==> src/rtl/serial_pkg.sv <==
// Shared types and line levels for the serial transmit controller.
package serial_pkg;

    typedef enum logic [2:0] {
        IDLE,
        START,
        DATA,
        PARITY,
        STOP
    } tx_state_t;

    localparam logic LINE_IDLE   = 1'b1;
    localparam logic START_LEVEL = 1'b0;

endpackage

==> src/rtl/baud_tick.sv <==
// Baud divider: wrapping 0..CLKS_PER_BIT-1 counter with enable and synchronous
// clear; tick is a combinational flag at terminal count.
module baud_tick #(
    parameter int unsigned CLKS_PER_BIT = 434
) (
    input  logic clk,
    input  logic clr_n,
    input  logic en,
    input  logic clr,
    output logic tick
);

    localparam int unsigned CW = $clog2(CLKS_PER_BIT);
    localparam logic [CW-1:0] TERM = CW'(CLKS_PER_BIT - 1);

    logic [CW-1:0] cnt_q;

    // Terminal-count flag, only meaningful while counting.
    assign tick = en && (cnt_q == TERM);

    // Counter register: clear wins, then wrap at terminal count.
    always_ff @(posedge clk or negedge clr_n) begin
        if (!clr_n) begin
            cnt_q <= '0;
        end else if (clr) begin
            cnt_q <= '0;
        end else if (en) begin
            cnt_q <= tick ? '0 : cnt_q + CW'(1);
        end
    end

endmodule

==> src/rtl/serial_tx_ctrl.sv <==
// UART-style frame sequencer: start bit, DATA_WIDTH bits LSB first, optional
// even parity, stop bit. Define SERIAL_TX_PARITY_EN to insert the parity bit.
module serial_tx_ctrl
    import serial_pkg::*;
#(
    parameter int unsigned DATA_WIDTH   = 8,
    parameter int unsigned CLKS_PER_BIT = 434
) (
    input  logic                  clk,
    input  logic                  clr_n,
    input  logic [DATA_WIDTH-1:0] data_in,
    input  logic                  valid,
    output logic                  ready,
    output logic                  tx,
    output logic                  busy,
    output logic                  done
);

    localparam int unsigned BCW = $clog2(DATA_WIDTH) + 1;
    localparam logic [BCW-1:0] LAST_BIT = BCW'(DATA_WIDTH - 1);

    tx_state_t             state_q, state_d;
    logic [DATA_WIDTH-1:0] shreg_q, shreg_d;
    logic [BCW-1:0]        bit_cnt_q, bit_cnt_d;
    logic                  tx_q, tx_d;
    logic                  done_q, done_d;
    logic                  tick;
    logic                  baud_clr;
`ifdef SERIAL_TX_PARITY_EN
    logic                  parity_q, parity_d;
`endif

    // Counter restarts on every state change and stays parked while idle.
    assign baud_clr = (state_d != state_q) || (state_q == IDLE);

    baud_tick #(
        .CLKS_PER_BIT(CLKS_PER_BIT)
    ) u_baud_tick (
        .clk  (clk),
        .clr_n(clr_n),
        .en   (state_q != IDLE),
        .clr  (baud_clr),
        .tick (tick)
    );

    assign ready = (state_q == IDLE);
    assign busy  = (state_q != IDLE);
    assign tx    = tx_q;
    assign done  = done_q;

    // Next-state, datapath and registered-output values.
    always_comb begin
        state_d   = state_q;
        shreg_d   = shreg_q;
        bit_cnt_d = bit_cnt_q;
        done_d    = 1'b0;
`ifdef SERIAL_TX_PARITY_EN
        parity_d  = parity_q;
`endif
        case (state_q)
            IDLE: begin
                if (valid) begin
                    state_d   = START;
                    shreg_d   = data_in;
                    bit_cnt_d = '0;
`ifdef SERIAL_TX_PARITY_EN
                    parity_d  = ^data_in;
`endif
                end
            end
            START: begin
                if (tick) state_d = DATA;
            end
            DATA: begin
                if (tick) begin
                    shreg_d   = shreg_q >> 1;
                    bit_cnt_d = bit_cnt_q + BCW'(1);
                    if (bit_cnt_q == LAST_BIT) begin
`ifdef SERIAL_TX_PARITY_EN
                        state_d = PARITY;
`else
                        state_d = STOP;
`endif
                    end
                end
            end
`ifdef SERIAL_TX_PARITY_EN
            PARITY: begin
                if (tick) state_d = STOP;
            end
`endif
            STOP: begin
                if (tick) begin
                    state_d = IDLE;
                    done_d  = 1'b1;
                end
            end
            default: state_d = IDLE;
        endcase

        // tx is registered, so it is derived from the values about to be loaded.
        case (state_d)
            START:   tx_d = START_LEVEL;
            DATA:    tx_d = shreg_d[0];
`ifdef SERIAL_TX_PARITY_EN
            PARITY:  tx_d = parity_d;
`endif
            default: tx_d = LINE_IDLE;
        endcase
    end

    // State and datapath registers; reset abandons any frame and idles the line.
    always_ff @(posedge clk or negedge clr_n) begin
        if (!clr_n) begin
            state_q   <= IDLE;
            shreg_q   <= '0;
            bit_cnt_q <= '0;
            tx_q      <= LINE_IDLE;
            done_q    <= 1'b0;
        end else begin
            state_q   <= state_d;
            shreg_q   <= shreg_d;
            bit_cnt_q <= bit_cnt_d;
            tx_q      <= tx_d;
            done_q    <= done_d;
        end
    end

`ifdef SERIAL_TX_PARITY_EN
    // Parity of the accepted word, captured at accept.
    always_ff @(posedge clk or negedge clr_n) begin
        if (!clr_n) parity_q <= 1'b0;
        else        parity_q <= parity_d;
    end
`endif

endmodule

==> config.mk <==
export PLATFORM = sky130hd
export DESIGN_NAME = serial_tx_ctrl
export DESIGN_NICKNAME = d
export VERILOG_FILES = /design/src/rtl/serial_pkg.sv /design/src/rtl/baud_tick.sv /design/src/rtl/serial_tx_ctrl.sv
export SDC_FILE = /design/constraint.sdc
export NUM_CORES = 1
export LEC_CHECK = 0
export ABC_AREA = 1
export BUFFER_PORTS_ARGS = -buffer_cell sky130_fd_sc_hd__buf_2
export CAP_MARGIN = 25
export CORE_MARGIN = 1.5
export CORE_UTILIZATION = 52
export CTS_CLUSTER_DIAMETER = 100
export CTS_CLUSTER_SIZE = 40
export DETAILED_ROUTE_END_ITERATION = 12
export MAX_ROUTING_LAYER = met4
export PLACE_DENSITY = 0.74
export SLEW_MARGIN = 20
export SYNTH_ARGS = -nofsm -noshare
export SYNTH_HDL_FRONTEND = slang
export SYNTH_HIERARCHICAL = 1
export SYNTH_SLANG_ARGS = --single-unit
==> constraint.sdc <==
create_clock -name clk -period 2.1 [get_ports clk]
set_input_delay 0.105 -clock clk [delete_from_list [all_inputs] [get_ports clk]]
set_output_delay 0.105 -clock clk [all_outputs]
set_load 0.05 [all_outputs]
==> results.py <==
metrics = {
    "clock_network": {
        "cts_tree": "yes",
        "cts_sinks": 26,
        "cts_made_buffers": 3,
        "path_clk_slew_ns": 0.15,
        "cts_max_level": 1,
        "cts_buffer_depth": 2,
        "clock-root-buffer": "clkbuf_4",
        "clock_latency_ns": 0.33,
    },
    "finish": {
        "final_core_util_pct": 70.0,
        "drive_above_1_share_pct": 33.8,
        "n_fill_cell": 228,
        "num-nets-final": 249,
        "stdcell_area_sq_um": 1950,
        "antenna_cells": 0,
        "area_growth_pct": 25.5,
    },
    "place": {
        "gp_congestion": 0.887,
        "port-buffer-count": 14,
        "post-dp-hpwl_mm": 2.41,
        "post_dp_cell_area_sq_um": 1760,
    },
    "timing": {
        "min_period_ns": 2.03,
        "setup-violations-final": 0,
        "finalMaxSlewViolations": 0,
        "worst_pin_slew_ns": 0.574,
        "hold_violations": 0,
        "fin_crit_sh_pct": 96.4,
        "fin_worst_skew_ns": 0.00986,
        "fmax_mhz": 494,
        "rsz0062_at_grt": "true",
        "relSlewSlack_pct": 61.7,
    },
    "logic_synthesis": {
        "synth_edf_count": 0,
        "syn_inst": 196,
        "ys_ff_latch": 26,
        "synthMostInstantiatedCell": "nand2_1",
        "synth_area_leaders": "dfrtp_1, nand2_1, nand3_1",
        "postSynthAreaPerCell_sq_um": 7.91,
        "synth_cell_types": 28,
        "yosysTopAreaCellShare_pct": 40.4,
        "ys_warn_count": 6,
        "syn_area_sq_um": 1550,
        "synth.largest_area_cell": "dfrtp_1",
        "synth-async-reset-ratio_pct": 100,
        "synth_common_cells": "nand2_1, dfrtp_1, inv_1",
        "synth_seq_area_share_pct": 42.1,
        "synth_ff_type": "dfrtp_1",
        "syn_nets": 210,
    },
    "routing": {
        "ant_nets": 0,
        "wire_per_inst_microns": 12.7,
        "drc": 0,
        "wl_mm": 3.35,
        "first_pass_iters": 4,
        "drtIter0Drc": 79,
        "dr_total_vias": 1410,
        "via_per_inst": 5.32,
    },
    "floorplanning": {
        "die_h_microns": 57.6,
        "fp.coreArea_sq_um": 2780,
        "ios": 15,
        "die_x_microns": 57.6,
        "dieArea_sq_um": 3320,
        "start_util_pct": 55.7,
        "rows": 19,
    },
    "setup_path": {
        "critical_path.max_fanout": 7,
        "required_ns": 2.34,
        "criticalPathCategory": "register to register",
        "startpoint_type": "register",
        "r2r_start": "u_baud_tick/cnt_q[1]",
        "r2r_cells": 15,
        "critical_path.endpoint": "u_baud_tick/cnt_q[6]",
        "startpoint": "u_baud_tick/cnt_q[1]",
        "cp.arrival_ns": 2.26,
        "cp-end-kind": "register",
        "r2r_end": "u_baud_tick/cnt_q[6]",
        "r2r_setup_slack_ns": 0.07,
    },
    "status": {
        "status": "finished, final reports clean",
    },
    "power": {
        "p_leak_nw": 0.967,
        "p_total_w": 0.000876,
        "ir_drop_v": 0.000463,
        "power_density_nw_per_um2": 450,
    },
    "global_route": {
        "grt_pass1_wl_mm": 5.71,
        "antenna_found_initial": 0,
        "grt_max_degree": 27,
        "grt_util_all_layers_pct": 22.4,
        "grt_overflow": 0,
        "grt_pass1_vias": 1391,
    },
    "run": {
        "maxCapViolations": 0,
    },
    "worst_hold_path": {
        "hp-class": "input pin to register",
    },
}
-- through the flow --
| stage | hold WS, ns | setup TNS [ns] | setup slack [ns] | instances |
|---|---|---|---|---|
| after floorplan | -0.191 | -0.283 | -0.0746 | 196 |
| after global placement | 0.127 | 0 | 0.115 | 251 |
| after detailed placement | 0.138 | -0.0221 | -0.0221 | 251 |
| after CTS | 0.128 | 0 | 0.00452 | 264 |
| after global routing | 0.141 | -0.109 | -0.0450 | 265 |
| final | 0.135 | 0 | 0.0748 | 265 |
-- kinds of logic after synthesis --
logic type                 Yosys count  share of synthesized area, %
adders and majority gates            3                          2.42
xor gates and xnor gates             2                          1.13
DFF                                 26                          42.1
buffers and inverters               26                          7.59
AOI/OAI and AO/OA                   12                          4.76
and+or+nand+nor                    127                          42.1
-- per-layer routing --
metal	global-route usage [%]	wire, microns	up-vias
met2	40.1	1800	37
met5	-	0	-
met4	5.98	31	0
li1	-	-	696
met1	26.9	1410	671
met3	2.04	111	6
-- area by class of cell --
type	count	area, sq um	area share, %
multi-input combinational	144	842	43.3
sequential	26	652	33.5
timing repair buffer	36	259	13.3
inverter	24	101	5.21
tap	31	38.8	1.99
clock inverter	1	30.0	1.54
clock buffer	3	22.5	1.16
-- registers in the layout, indices dropped and copies added (netlist names) --
| name | cells |
|---|---|
| bit_cnt_q | 4 |
| u_baud_tick/cnt_q | 9 |
| state_q | 3 |
| shreg_q | 8 |
| done | 1 |
| tx | 1 |
-- where the power goes --
| part | internal, W | total, W | switching [W] |
|---|---|---|---|
| Clock | 0.000193 | 0.000345 | 0.000152 |
| Sequential | 0.000501 | 0.000501 | 0 |
| Combinational | 0.0000166 | 0.0000308 | 0.0000143 |
| Total | 0.000711 | 0.000876 | 0.000166 |
-- cells in the final DEF (no fill, tap or decap) --
| cell | count |
|---|---|
| dlygate4sd3_1 | 8 |
| nand2_4 | 4 |
| nand2_8 | 1 |
| inv_2 | 2 |
| a21oi_2 | 1 |
| nand2_2 | 5 |
| clkinvlp_4 | 1 |
| xor2_1 | 1 |
| nand3_1 | 14 |
| nand3_2 | 6 |
| nor2_1 | 11 |
| nand2_1 | 58 |
| nor2_2 | 12 |
| buf_4 | 13 |
| buf_6 | 1 |
| nor2_4 | 4 |
| dfstp_2 | 1 |
| bufinv_16 | 1 |
| nor3_2 | 2 |
| buf_2 | 14 |
| o21ai_2 | 3 |
| dfrtp_1 | 25 |
| inv_4 | 3 |
| o21ai_1 | 2 |
| o22ai_1 | 1 |
| o21ai_0 | 3 |
| o21bai_1 | 2 |
| xnor2_1 | 1 |
| nand3b_1 | 1 |
| ha_2 | 1 |
| nor2_8 | 1 |
| ha_1 | 2 |
| inv_1 | 18 |
| or2_0 | 1 |
| nand4_1 | 7 |
| clkbuf_4 | 3 |
-- worst min-delay path by stage --
stage	slack, ns	cells after the start	to	startpoint
4_1_cts	0.13	3	state_q[0]	valid
5_1_grt	0.14	3	state_q[0]	valid
3_3_place_gp	0.13	1	state_q[2]	clr_n
6_report	0.13	5	shreg_q[0]	data_in[0]
2_1_floorplan	-0.19	0	bit_cnt_q[0]	clr_n
3_5_place_dp	0.14	1	state_q[2]	clr_n
-- timing repair --
item                                   4_1_cts  5_1_grt
pin swaps                                    1        9
hold buffers                                 8        0
gates cloned                                 0        0
endpoints found under the hold margin       32        0
gates resized for setup                      1       11
setup buffers                                1        1
setup endpoints to repair                    3        7
-- critical path: stages (launching register included) --
cell	delay, ns
dfrtp_1	0.40
inv_1	0.06
ha_2	0.16
inv_2	0.04
nor2_2	0.11
nand3_2	0.10
inv_4	0.10
nand3_1	0.14
nand3_2	0.12
nand3_2	0.11
nor2_4	0.24
nor2_2	0.08
nand3b_1	0.09
nand2_1	0.06
nand2_1	0.09
nor2_2	0.04
Note: power is estimated with default switching activity, not from simulation.
